### src/rtl/spike_pkg.sv
// Shared defaults and types for the spike event logger.
// The timestamp type is sized for the default configuration.
package spike_pkg;
    localparam int TS_WIDTH_DEF  = 16;
    localparam int DEPTH_DEF     = 8;
    localparam int CNT_WIDTH_DEF = 8;

    typedef logic [TS_WIDTH_DEF-1:0] ts_t;
endpackage

### src/rtl/spike_event_logger_if.sv
// Output stream of logged spike timestamps: valid/ready handshake plus head data.
interface spike_event_logger_if
    import spike_pkg::*;
#(
    parameter int TS_WIDTH = TS_WIDTH_DEF
);
    logic                out_valid;
    logic                out_ready;
    logic [TS_WIDTH-1:0] out_timestamp;

    modport master (output out_valid, output out_timestamp, input out_ready);
    modport slave  (input out_valid, input out_timestamp, output out_ready);
endinterface

### src/rtl/spike_fifo.sv
// Single-clock FIFO holding spike timestamps.
// A push into a full FIFO is accepted only when a pop frees the head slot on the same edge.
module spike_fifo #(
    parameter int WIDTH = 16,
    parameter int DEPTH = 8,
    localparam int AW   = $clog2(DEPTH)
) (
    input  logic             clk,
    input  logic             reset,
    input  logic             push,
    input  logic [WIDTH-1:0] push_data,
    input  logic             pop,
    output logic [WIDTH-1:0] pop_data,
    output logic             full,
    output logic             empty,
    output logic [AW:0]      count
);
    logic [WIDTH-1:0] mem [DEPTH];
    logic [AW-1:0]    wr_ptr, rd_ptr;
    logic             push_en, pop_en;

    assign full     = (count == (AW+1)'(DEPTH));
    assign empty    = (count == '0);
    assign pop_en   = pop && !empty;
    assign push_en  = push && (!full || pop_en);
    // Empty FIFO presents zero rather than stale storage
    assign pop_data = empty ? '0 : mem[rd_ptr];

    always_ff @(posedge clk) begin
        if (push_en) mem[wr_ptr] <= push_data;
    end

    // DEPTH is a power of two, so the pointers wrap naturally
    always_ff @(posedge clk or posedge reset) begin
        if (reset) begin
            wr_ptr <= '0;
            rd_ptr <= '0;
            count  <= '0;
        end else begin
            if (push_en) wr_ptr <= wr_ptr + 1'b1;
            if (pop_en)  rd_ptr <= rd_ptr + 1'b1;
            case ({push_en, pop_en})
                2'b10:   count <= count + 1'b1;
                2'b01:   count <= count - 1'b1;
                default: count <= count;
            endcase
        end
    end
endmodule

### src/rtl/spike_event_logger.sv
// Timestamps each spike_in cycle with a free-running counter and queues it for a consumer.
// Events arriving while the queue is full are counted in a saturating drop counter.
module spike_event_logger
    import spike_pkg::*;
#(
    parameter int TS_WIDTH  = TS_WIDTH_DEF,
    parameter int DEPTH     = DEPTH_DEF,
    parameter int CNT_WIDTH = CNT_WIDTH_DEF
) (
    input  logic                     clk,
    input  logic                     reset,
    input  logic                     spike_in,
    input  logic                     clear_overflow,
    spike_event_logger_if.master     out_bus,
    output logic [$clog2(DEPTH):0]   fifo_count,
    output logic                     overflow,
    output logic [CNT_WIDTH-1:0]     drop_count
);
    logic [TS_WIDTH-1:0] ts;
    logic                full, empty, drop;

    spike_fifo #(
        .WIDTH (TS_WIDTH),
        .DEPTH (DEPTH)
    ) u_fifo (
        .clk       (clk),
        .reset     (reset),
        .push      (spike_in),
        .push_data (ts),
        .pop       (out_bus.out_ready),
        .pop_data  (out_bus.out_timestamp),
        .full      (full),
        .empty     (empty),
        .count     (fifo_count)
    );

    assign out_bus.out_valid = !empty;
    assign drop = spike_in && full && !out_bus.out_ready;

    always_ff @(posedge clk or posedge reset) begin
        if (reset) ts <= '0;
        else       ts <= ts + 1'b1;
    end

    // A drop on the same edge as a clear restarts the count at one
    always_ff @(posedge clk or posedge reset) begin
        if (reset) begin
            overflow   <= 1'b0;
            drop_count <= '0;
        end else if (drop) begin
            overflow <= 1'b1;
            if (clear_overflow)     drop_count <= CNT_WIDTH'(1);
            else if (&drop_count)   drop_count <= drop_count;
            else                    drop_count <= drop_count + CNT_WIDTH'(1);
        end else if (clear_overflow) begin
            overflow   <= 1'b0;
            drop_count <= '0;
        end
    end
endmodule

### src/flat_wrapper.sv
// flat-port wrapper written by rule: the top's interface ports become plain ports
module spike_event_logger_flat import spike_pkg::*;
#(
    parameter int TS_WIDTH  = TS_WIDTH_DEF,
    parameter int DEPTH     = DEPTH_DEF,
    parameter int CNT_WIDTH = CNT_WIDTH_DEF
)
  (clk, reset, spike_in, clear_overflow, fifo_count, overflow, drop_count, out_bus_out_valid, out_bus_out_timestamp, out_bus_out_ready);
  spike_event_logger_if #(.TS_WIDTH(TS_WIDTH)) out_bus_i ();
  input  logic clk;
  input  logic reset;
  input  logic spike_in;
  input  logic clear_overflow;
  output logic [$clog2(DEPTH):0] fifo_count;
  output logic overflow;
  output logic [CNT_WIDTH-1:0] drop_count;
  output wire logic [$bits(out_bus_i.out_valid)-1:0] out_bus_out_valid;
  output wire logic [$bits(out_bus_i.out_timestamp)-1:0] out_bus_out_timestamp;
  input wire logic [$bits(out_bus_i.out_ready)-1:0] out_bus_out_ready;
  assign out_bus_out_valid = out_bus_i.out_valid;
  assign out_bus_out_timestamp = out_bus_i.out_timestamp;
  assign out_bus_i.out_ready = out_bus_out_ready;
  spike_event_logger #(.TS_WIDTH(TS_WIDTH), .DEPTH(DEPTH), .CNT_WIDTH(CNT_WIDTH)) u_core (.clk(clk), .reset(reset), .spike_in(spike_in), .clear_overflow(clear_overflow), .out_bus(out_bus_i), .fifo_count(fifo_count), .overflow(overflow), .drop_count(drop_count));
endmodule
### config.mk
export PLATFORM = sky130hd
export DESIGN_NAME = spike_event_logger_flat
export DESIGN_NICKNAME = d
export VERILOG_FILES = /design/src/rtl/spike_pkg.sv /design/src/rtl/spike_event_logger_if.sv /design/src/rtl/spike_fifo.sv /design/src/rtl/spike_event_logger.sv /design/src/flat_wrapper.sv
export SDC_FILE = /design/constraint.sdc
export NUM_CORES = 1
export LEC_CHECK = 0
export CAP_MARGIN = 20
export CORE_ASPECT_RATIO = 1.4
export CORE_MARGIN = 2
export CORE_UTILIZATION = 53
export CTS_BUF_LIST = sky130_fd_sc_hd__clkbuf_16
export DETAILED_ROUTE_END_ITERATION = 6
export GPL_ROUTABILITY_DRIVEN = 0
export PLACE_DENSITY = 0.72
export SKIP_LAST_GASP = 1
export SYNTH_ARGS = -nofsm -noshare
export SYNTH_HDL_FRONTEND = slang
export SYNTH_SLANG_ARGS = --single-unit
### constraint.sdc
create_clock -name clk -period 2.6 [get_ports clk]
set_input_delay 0.39 -clock clk [delete_from_list [all_inputs] [get_ports clk]]
set_output_delay 0.39 -clock clk [all_outputs]
set_load 0.1 [all_outputs]
==> metrics.yaml <==
status: "completed"
synth_fp_nets: 388
startpoint_type: "register"
tritoncts: "built"
track_usage_pct: 20.4
period_share_pct: 95.2
grt_pass1_vias: 3585
fin_ws_ns: 0.125
grt_antenna_before_repair: 0
hold_buffers: 0
drc: 0
finalNetCount: 446
synth_mux_area_share_pct: 13.9
path_max_fanout: 12
ant_nets: 0
path_class: "reg -> out"
via_count: 3480
numCtsBuffers: 17
worstMarginPinSlew_ns: 0.615
netlist_instances: 378
grt_pass1_wl_um: 19900
synth_area_leaders: "edfxtp_1 (58%), dfrtp_1 (13%), mux4_2 (11%), mux2i_1 (2.6%), xnor2_1 (1.7%)"
crit_buf_inv: 2
port_buffers: 34
synth_compound_area_share_pct: 2.23
dp_hpwl_um: 7890
finalSetupViolCount: 0
post_cts_buffers: 0
ys_types: 44
hold_path_class: "in -> async"
period_minus_slack_ns: 2.47
synth_top_area_cell: "edfxtp_1"
endpoint_kind: "primary output"
pre_cts_slack_ns: 0.288
final_cell_mix: "edfxtp_1 (128), mux4_2 (32), dfrtp_1 (31)"
grt_overflow: 0
synth-simple-area-share_pct: 7.28
root_buffer: "clkbuf_16"
slew_violations: 0
synth_top_family_by_area: "multiplexers"
ios: 35
design_area_um2: 8120
row_count: 48
slowest_stage: "mux4_2"
fmax_ghz: 0.404
maxSlewHeadroom_pct: 58.6
critPathArrivalTime_ns: 2.08
initial_core_util_pct: 54.1
multi_input_area_um2: 1940
drv_cap: 0
antenna_cells: 0
drive_gt1_share_pct: 32.3
htree_levels: 4
cp_cell_sequence: "buf_6, mux4_2, mux2i_2, nor2_1, buf_12"
synth.top_cell.area_share_pct: 58.0
drt_iter0_drc: 232
place_area_um2: 7580
clock_path_buffers: 2
cp_top_family: "multiplexers"
synth-seq-cells: 163
synth-adder-area-share_pct: 0.943
wl_um: 12600
synth-xor-area-share_pct: 2.64
fin_skew_ns: 0.00706
max_stage_delay_ns: 0.54
yosysWarnings: 0
coreArea_um2: 12300
rsz0062_at_grt: "no"
wl_per_cell_um: 21.0
clock_latency_ns: 0.42
clkTransAtPathRegs_ns: 0.06
fillCellCount: 843
dieArea_um2: 13400
viasPerCell: 5.81
avgSynthCellArea_um2: 17.5
required_ns: 2.21
syn_area_um2: 6630
grt_max_degree: 36
ys_seq_area_share_pct: 71.2
die_h_um: 136
syn_to_final_growth_pct: 22.4
dr.pass1.iters: 4
layout_commonest_cell: "edfxtp_1"
cts.sink_count: 163
hold_viol: 0
fp.dieW_um: 98.5
regArea_um2: 4720
fin_hold_ws_ns: 0.384
## registers in the layout, summed over array words and instances, names as in the netlist
signal	count
u_core.drop_count	8
u_core.overflow	1
u_core.ts	16
u_core.u_fifo.count	4
u_core.u_fifo.mem	128
u_core.u_fifo.rd_ptr	3
u_core.u_fifo.wr_ptr	3
## stage by stage
| stage | instances | utilization (%) | setup TNS (ns) |
|---|---|---|---|
| floorplan | 378 | - | -2.70 |
| global route | 599 | 66.3 | 0 |
| global placement | 567 | 61.8 | 0 |
| CTS | 599 | 66.2 | 0 |
| finish | 599 | 66.3 | 0 |
| detailed placement | 567 | 61.8 | 0 |
## worst register-to-register path, stage by stage (launching register included)
cell      delay [ns]
dfrtp_1         0.47
nor2b_1         0.19
a21boi_0        0.24
nand2_1         0.30
nor2_4          0.33
buf_4           0.22
## per-layer routing
layer | part of all wire (%) | track usage, % | vias up | wire length, um
li1 | - | - | 1592 | -
met1 | 38 | 24.3 | 1788 | 4750
met2 | 56 | 36.5 | 89 | 7020
met3 | 5.1 | 4.94 | 11 | 646
met4 | 1.2 | 6.77 | 0 | 157
met5 | 0 | 0 | - | 0
## final cells by class
type                       instances  area share [%]
clock buffer                      17            5.24
timing repair buffer              55            8.65
multi-input combinational        190            23.8
clock inverter                    15            1.36
sequential                       163            58.2
inverter                           9           0.416
tap                              150            2.31
## Yosys cell counts
cell / n
a21boi_0: 1
a21oi_1: 7
a311oi_1: 1
a31oi_1: 1
a32oi_1: 1
a41oi_1: 1
and2_0: 1
and3_1: 2
and3b_4: 1
and4_1: 3
buf_1: 1
buf_2: 5
buf_4: 1
buf_6: 2
clkbuf_1: 7
dfrtp_1: 35
edfxtp_1: 128
ha_1: 5
inv_1: 8
inv_2: 1
mux2_2: 3
mux2i_1: 17
mux4_2: 32
nand2_1: 13
nand2_4: 1
nand2b_1: 2
nand3_1: 12
nand4_1: 6
nor2_1: 30
nor2b_1: 2
nor3_1: 10
nor3_4: 1
nor4_1: 2
nor4_4: 1
nor4b_1: 1
o21ai_0: 4
o22ai_1: 2
o31ai_1: 2
o32ai_1: 1
o41ai_2: 1
or2_2: 1
or4_1: 2
xnor2_1: 13
xor2_1: 7
## logic make-up (layout without fill, tap and decap cells)
kind of cell	count (synthesis)	in the layout
AO/OA/AOI/OAI	22	22
buffers and inverters	25	96
multiplexers	52	52
AND/OR/NAND/NOR	91	91
adder cells (fa/ha/maj)	5	5
flip-flops	163	163
XOR/XNOR	20	20
## repair_timing
| item | CTS | global route |
|---|---|---|
| gates resized for setup | 1 | 1 |
| pin swaps | 0 | 0 |
| endpoints found under the setup margin | 1 | 1 |
| cloned | 0 | 0 |
## path summary, 6_finish.rpt
path | cells after the start | slack, ns | from | endpoint
max in group asynchronous | 3 | 1.82 | reset | u_core.u_fifo.rd_ptr[0]
min in group clk | 2 | 0.55 | u_core.overflow | u_core.overflow
setup / recovery | 5 | 0.13 | u_core.u_fifo.rd_ptr[0] | out_bus_out_timestamp[15]
hold / removal | 3 | 0.38 | reset | u_core.u_fifo.rd_ptr[1]
setup reg to reg | 5 | 0.56 | u_core.u_fifo.count[3] | u_core.u_fifo.mem[3][12]
hold reg to reg | 2 | 0.55 | u_core.overflow | u_core.overflow
Power is not shown: default switching activity piles up to over one toggle a cycle in this logic, so the estimate is an artifact.
